**src/rtl/bidir_io_debounce.sv**
```systemverilog
// Debounce and edge-detect stage for an already-synchronized pad level.
// Publishes a clean level, rise/fall/glitch strobes and a saturating rise count.
module bidir_io_debounce #(
    parameter int   STABLE_CYC = 4,
    parameter logic INIT_LEVEL = 1'b0,
    parameter int   EVT_W      = 8
) (
    input  logic             clk,
    input  logic             rst_n,
    input  logic             din,
    input  logic             en,
    input  logic             clr,
    output logic             dout,
    output logic             rise,
    output logic             fall,
    output logic             glitch,
    output logic             busy,
    output logic [EVT_W-1:0] evt_cnt
);
    localparam int CW = $clog2(STABLE_CYC + 1);
    localparam logic [CW-1:0] CNT_LAST = CW'(STABLE_CYC - 1);

    typedef enum logic [1:0] {STABLE_LO, PEND_HI, STABLE_HI, PEND_LO} state_t;
    localparam state_t RST_STATE = INIT_LEVEL ? STABLE_HI : STABLE_LO;

    state_t           state, state_nxt;
    logic [CW-1:0]    cnt, cnt_nxt;
    logic             dout_nxt, rise_nxt, fall_nxt, glitch_nxt;
    logic [EVT_W-1:0] evt_nxt;

    always_ff @(posedge clk or negedge rst_n) begin
        if (!rst_n) begin
            state   <= RST_STATE;
            cnt     <= '0;
            dout    <= INIT_LEVEL;
            rise    <= 1'b0;
            fall    <= 1'b0;
            glitch  <= 1'b0;
            evt_cnt <= '0;
        end else begin
            state   <= state_nxt;
            cnt     <= cnt_nxt;
            dout    <= dout_nxt;
            rise    <= rise_nxt;
            fall    <= fall_nxt;
            glitch  <= glitch_nxt;
            evt_cnt <= evt_nxt;
        end
    end

    // cnt holds the number of samples already seen at the pending level
    always_comb begin
        state_nxt = state;
        cnt_nxt   = cnt;
        if (en) begin
            case (state)
                STABLE_LO: if (din) begin
                    state_nxt = PEND_HI;
                    cnt_nxt   = CW'(1);
                end
                PEND_HI: begin
                    if (!din) begin
                        state_nxt = STABLE_LO;
                        cnt_nxt   = '0;
                    end else if (cnt == CNT_LAST) begin
                        state_nxt = STABLE_HI;
                        cnt_nxt   = '0;
                    end else begin
                        cnt_nxt = cnt + 1'b1;
                    end
                end
                STABLE_HI: if (!din) begin
                    state_nxt = PEND_LO;
                    cnt_nxt   = CW'(1);
                end
                PEND_LO: begin
                    if (din) begin
                        state_nxt = STABLE_HI;
                        cnt_nxt   = '0;
                    end else if (cnt == CNT_LAST) begin
                        state_nxt = STABLE_LO;
                        cnt_nxt   = '0;
                    end else begin
                        cnt_nxt = cnt + 1'b1;
                    end
                end
                default: begin
                    state_nxt = RST_STATE;
                    cnt_nxt   = '0;
                end
            endcase
        end
    end

    always_comb begin
        rise_nxt   = en && (state == PEND_HI) && din && (cnt == CNT_LAST);
        fall_nxt   = en && (state == PEND_LO) && !din && (cnt == CNT_LAST);
        glitch_nxt = en && (((state == PEND_HI) && !din) || ((state == PEND_LO) && din));
        dout_nxt   = dout;
        if (rise_nxt) dout_nxt = 1'b1;
        if (fall_nxt) dout_nxt = 1'b0;
        // clear beats a coincident rise; count sticks at all-ones
        evt_nxt = evt_cnt;
        if (clr)
            evt_nxt = '0;
        else if (rise_nxt && (evt_cnt != {EVT_W{1'b1}}))
            evt_nxt = evt_cnt + 1'b1;
        busy = (state == PEND_HI) || (state == PEND_LO);
    end
endmodule

```
**config.mk**
```make
export PLATFORM = sky130hd
export DESIGN_NAME = bidir_io_debounce
export DESIGN_NICKNAME = d
export VERILOG_FILES = /design/src/rtl/bidir_io_debounce.sv
export SDC_FILE = /design/constraint.sdc
export NUM_CORES = 1
export LEC_CHECK = 0
export BUFFER_PORTS_ARGS = -buffer_cell sky130_fd_sc_hd__buf_2
export CAP_MARGIN = 20
export CORE_UTILIZATION = 51
export CTS_CLUSTER_SIZE = 8
export DETAILED_ROUTE_END_ITERATION = 10
export PLACE_DENSITY_LB_ADDON = 0.08
export SETUP_SLACK_MARGIN = 0.2
export SYNTH_ARGS = -nofsm -noshare
export SYNTH_HDL_FRONTEND = slang
export SYNTH_SLANG_ARGS = --single-unit
```
**constraint.sdc**
```tcl
create_clock -name clk -period 1.77 [get_ports clk]
set_clock_uncertainty 0.05 [all_clocks]
set_input_delay 0.2655 -clock clk [delete_from_list [all_inputs] [get_ports clk]]
set_output_delay 0.2655 -clock clk [all_outputs]
set_load 0.03 [all_outputs]
```
* Yosys cells after proc, flatten, opt, wreduce, memory -nomap -nowiden
Cells that the tools add are included.
** Operators by class
- $add $sub $neg :: 2
- Eq/ne operators :: 9
- Multiplexer cells :: 17
- Reduce and logical (&&, ||, !) cells :: 18
** Operator list (count)
- 2-to-1 mux 8 bit :: 2
- 2-to-1 mux 3 bit :: 5
- 2-to-1 mux 2 bit :: 6
- one-hot mux 3 bit (4 select lines) :: 1
- logical AND 1 bit :: 10
- adder 8 x 1 -> 8 bit, second input constant :: 1
- inequality test 8 bit, second input constant :: 1
- one-hot mux 2 bit (4 select lines) :: 1
- inequality test 3 bit, second input constant :: 2
- AND reduction 5 bit :: 1
- equality test 2 bit, second input constant :: 2
- inequality test 2 bit, second input constant :: 2
- nonzero test 2 bit :: 2
- adder 3 x 1 -> 3 bit, second input constant :: 1
- equality test 3 x 2 -> 1 bit, second input constant :: 1
- AND reduction 3 bit :: 1
- equality test 2 x 1 -> 1 bit, second input constant :: 1
- zero test 2 bit :: 1
- logical OR 1 bit :: 2
- 2-to-1 mux 1 bit :: 2
- zero test 1 bit :: 1
** Storage, ports and cells
- Bits in registers :: 17

* Longest topological paths before layout
- Word-level depth :: 7
- Depth in mapped cells :: 6

* Least setup slack after synthesis
OpenSTA, ideal clock, no wires.
- Kind :: register -> register
- Start :: register evt_cnt[0]
- End :: register evt_cnt[6]
- Arrival :: 1.643 ns
- Data required time :: 1.642 ns
- Setup slack :: 0.000 ns
- Stages on the path, launching flop included :: 6
- Period minus slack after synthesis :: 1.770 ns
- Cells stage by stage :: dfrtp_1 ha_1 nand3_1 o211ai_4 or4_1 a21oi_1
** Between the ends
- Cells in the longest elaborated chain, start to end :: 3
- Elaborated cells between the ends (all ways) :: 6
** RTL lines
- start, declared :: RTL line 18 : output logic [EVT_W-1:0] evt_cnt
- start signal, assigned :: RTL line 47 : evt_cnt <= evt_nxt;
- adder 8 x 1 -> 8 bit or inequality test 8 bit (tied branches) :: RTL line 107, 106
- 2-to-1 mux 8 bit or logical AND 1 bit (tied branches) :: RTL line 106 : else if (rise_nxt && (evt_cnt != {EVT_W{1'b1}}))
- 2-to-1 mux 8 bit or nonzero test 2 bit (tied branches)
Several ways; a longest one is shown, not always the timed one. The select of a mux whose other input is x is not followed.
A chain may end at the register's enable or synchronous reset.

* Worst setup path in the final report
- Start :: register cnt[1]
- End :: register evt_cnt[6]
** Between the ends
- Cells in the longest elaborated chain, start to end :: 4
** RTL lines
- start, declared :: RTL line 27 : logic [CW-1:0] cnt, cnt_nxt;
- start signal, assigned :: RTL line 42 : cnt <= cnt_nxt;
- equality test 3 x 2 -> 1 bit :: RTL line 96 : rise_nxt = en && (state == PEND_HI) && din && (cnt == CNT_LAST);
- logical AND 1 bit :: RTL line 96
- logical AND 1 bit :: RTL line 106
- nonzero test 2 bit (no source line)
No other way between the ends.

==> impl_metrics.yaml <==
placement:
  dp.cells: 111
  detailed_placement_hpwl_um: 1220
  numPortBuffers: 17
  place_congestion: 0.860
  place_worst_setup_slack_ps: 75.2
  placedInstanceArea_um2: 997
logic_synthesis:
  synth.top_cells.by_count: "17 x sky130_fd_sc_hd__dfrtp_1, 7 x sky130_fd_sc_hd__a21oi_1, 6 x sky130_fd_sc_hd__nor2_1, 6 x sky130_fd_sc_hd__o21ai_0"
  synth_fp_nets: 84
  ys_top_cells_by_area: "sky130_fd_sc_hd__dfrtp_1 49%, sky130_fd_sc_hd__a21oi_1 4.1%, sky130_fd_sc_hd__xor2_1 4.1%"
  synth.cell_area_um2: 863
  synth.yosys.warnings: 0
  yosys.area.top_type_share_pct: 49.3
  postSynthCellCount: 77
  postSynthRegisterBits: 17
  number_of_enable_type_register_cells_in_the_synthesized_netlist: 0
  netlist.top_cell.by_area: "sky130_fd_sc_hd__dfrtp_1"
  asyncSetResetFlopFracSynth_pct: 100
  synth_top_flop_cell: "sky130_fd_sc_hd__dfrtp_1"
  post_synthesis_area_per_instance_um2: 11.2
  synth_most_common_cell: "sky130_fd_sc_hd__dfrtp_1"
  ys_types: 30
  sequential_to_total_area_share_from_yosys_stat_pct: 49.3
layout:
  final_net_count: 113
  finalCoreUtilization_pct: 70.0
  fill_cells: 134
  antenna-diode-count: 0
  layout-area-overhead-vs-synth_pct: 25.1
  drive_above_1_share_pct: 42.9
  layout.cell_area.non_filler_mm2: 0.00108
  instances_no_fill: 121
critical_path:
  critical_path.max_fanout: 4
  cp_data_arrival_time_ps: 1800
  setup.worst_path.end_class: "register"
  timing.critical_path.required_ps: 1950
  timing.setup.critical_path_class: "reg -> reg"
  critPathLaunchType: "register"
clocking:
  clock_tree.htree_level_count: 1
  clk_pin_slew_worst_paths_ps: 100
  cts_buffer_depth: 2
  clock_tree_from_tritoncts: "built"
  cts_root_buf: "sky130_fd_sc_hd__clkbuf_4"
  cts_num_sinks: 17
  clock_latency_ps: 280
  numCtsBuffers: 3
route:
  post_drt_wl_per_cell_um: 14.4
  route.vias.total: 686
  detail_route.wirelength_um: 1740
  drt_drc_violations_left: 0
  detail_route.first_pass.iterations: 4
  avgViaCountPerCell: 5.67
  ant_nets: 0
  first_iter_violations: 17
die:
  pin_count: 18
  rows: 14
  core_mm2: 0.00154
  die_extent_in_x_um: 43.1
  initial_utilization_pct: 56.0
  floorplan.die_area_mm2: 0.00186
  die_height_um: 43.1
sta:
  final_critical_path_setup_slack_ps: 152
  worstMarginPinSlew_ps: 366
  rsz0062_at_grt: "true"
  totalNegativeSetupSlack_ps: 0
  final_min_period_over_clock_period_pct: 91.4
  finalHoldWorstSlack_ps: 178
  report.final.slew_viol_count: 0
  period_needed_ps: 1620
  tightest_slew_margin_relative_to_the_limit_pct: 75.6
  hold_viol_final: 0
  setup-violations-final: 0
  timing.fmax_mhz: 618
grt:
  grt_start_max_net_pins: 18
  global_route.usage.total_pct: 22.6
  first_pass_grt_wire_length_um: 3000
  via_count_of_the_first_global_routing_pass: 641
  grt_antenna_before_repair: 0
  overflow: 0
power_and_ir_drop:
  power.density_mw_per_mm2: 909
  power.total_mw: 0.982
  power.static_leakage_nw: 0.517
  vdd.ir_drop.worst_mv: 0.683
hold_path:
  holdCritPathClass: "in -> reg"
flow_run:
  max_cap_viol_count: 0
outcome:
  run_status: "completed"
==> repair_timing <==
| action | in CTS | in global routing |
|---|---|---|
| hold buffers | 1 | 0 |
| endpoints found under the setup margin | 5 | 8 |
| endpoints found under the hold margin | 17 | 0 |
| buffers inserted | 4 | 1 |
| pin swaps | 1 | 3 |
| cloned | 0 | 0 |
| gates resized for setup | 1 | 3 |
==> routing by layer <==
| metal | routed length [um] | vias up | global-route usage (%) | share of wire [%] |
|---|---|---|---|---|
| met5 | 0 | - | 0 | 0 |
| met4 | 36 | 0 | 12.7 | 2.1 |
| met3 | 59 | 4 | 2.55 | 3.4 |
| met2 | 844 | 20 | 34.6 | 49 |
| met1 | 797 | 321 | 30.7 | 46 |
| li1 | - | 341 | - | - |
==> path summary, 6_finish.rpt <==
| path | start | endpoint | slack (ps) | cells past startpoint |
|---|---|---|---|---|
| worst max-delay path | cnt[1] | evt_cnt[6] | 150 | 5 |
| worst min-delay path | clr | evt_cnt[6] | 180 | 2 |
| worst max register to register | cnt[1] | evt_cnt[6] | 150 | 5 |
| worst min register to register | dout | dout | 510 | 2 |
| max in group asynchronous | rst_n | evt_cnt[0] | 1030 | 2 |
| min in group asynchronous | rst_n | evt_cnt[3] | 360 | 2 |
==> cell type report <==
cell class	count	area, um^2	area share (%)
inverters	2	7.51	0.695
multi-input cells	55	435	40.3
flip-flops and latches	17	428	39.6
well taps	16	20.0	1.85
repair buffers	27	163	15.1
clock buffers	4	26.3	2.43
==> flip-flops by register name, summed over array words and instances (netlist names), named ones only <==
name,count
state,1
rise,1
cnt,3
glitch,1
evt_cnt,8
fall,1
dout,1
==> worst max-delay path, cell delays in order, from the launching register on <==
cell and delay [ps]:
sky130_fd_sc_hd__dfrtp_1 360, sky130_fd_sc_hd__ha_2 190, sky130_fd_sc_hd__and4b_2 310, sky130_fd_sc_hd__o211ai_4 100, sky130_fd_sc_hd__or4_4 440, sky130_fd_sc_hd__a21oi_2 120
==> placed cells by master (no fill, tap or decap), types with 3 or more instances in the layout <==
master and n:
sky130_fd_sc_hd__buf_4 9, sky130_fd_sc_hd__nand3_1 3, sky130_fd_sc_hd__or3_1 3, sky130_fd_sc_hd__nor2_1 6
sky130_fd_sc_hd__dfrtp_1 15, sky130_fd_sc_hd__nand2_1 4, sky130_fd_sc_hd__buf_2 17, sky130_fd_sc_hd__o21ai_0 5
sky130_fd_sc_hd__xor2_1 4, sky130_fd_sc_hd__clkbuf_4 3, sky130_fd_sc_hd__a21oi_1 6
==> report_power, final <==
part | total (mW) | internal (mW) | leakage, nW | switching (mW)
Combinational | 0.316 | 0.143 | 0.280 | 0.173
Sequential | 0.461 | 0.432 | 0.222 | 0.0290
Clock | 0.205 | 0.0876 | 0.0150 | 0.118
Total | 0.982 | 0.663 | 0.517 | 0.319
==> cell families after synthesis <==
| kind of cell | Yosys count | share of synthesized area, % |
|---|---|---|
| buffers and inverters | 5 | 3.62 |
| AND/OR/NAND/NOR | 26 | 18.6 |
| multiplexers | 3 | 3.77 |
| flip-flops | 17 | 49.3 |
| XOR/XNOR | 4 | 4.06 |
| adder cells (fa/ha/maj) | 2 | 2.90 |
| AO/OA/AOI/OAI | 20 | 17.8 |
Power figures use the tool's default switching activity.
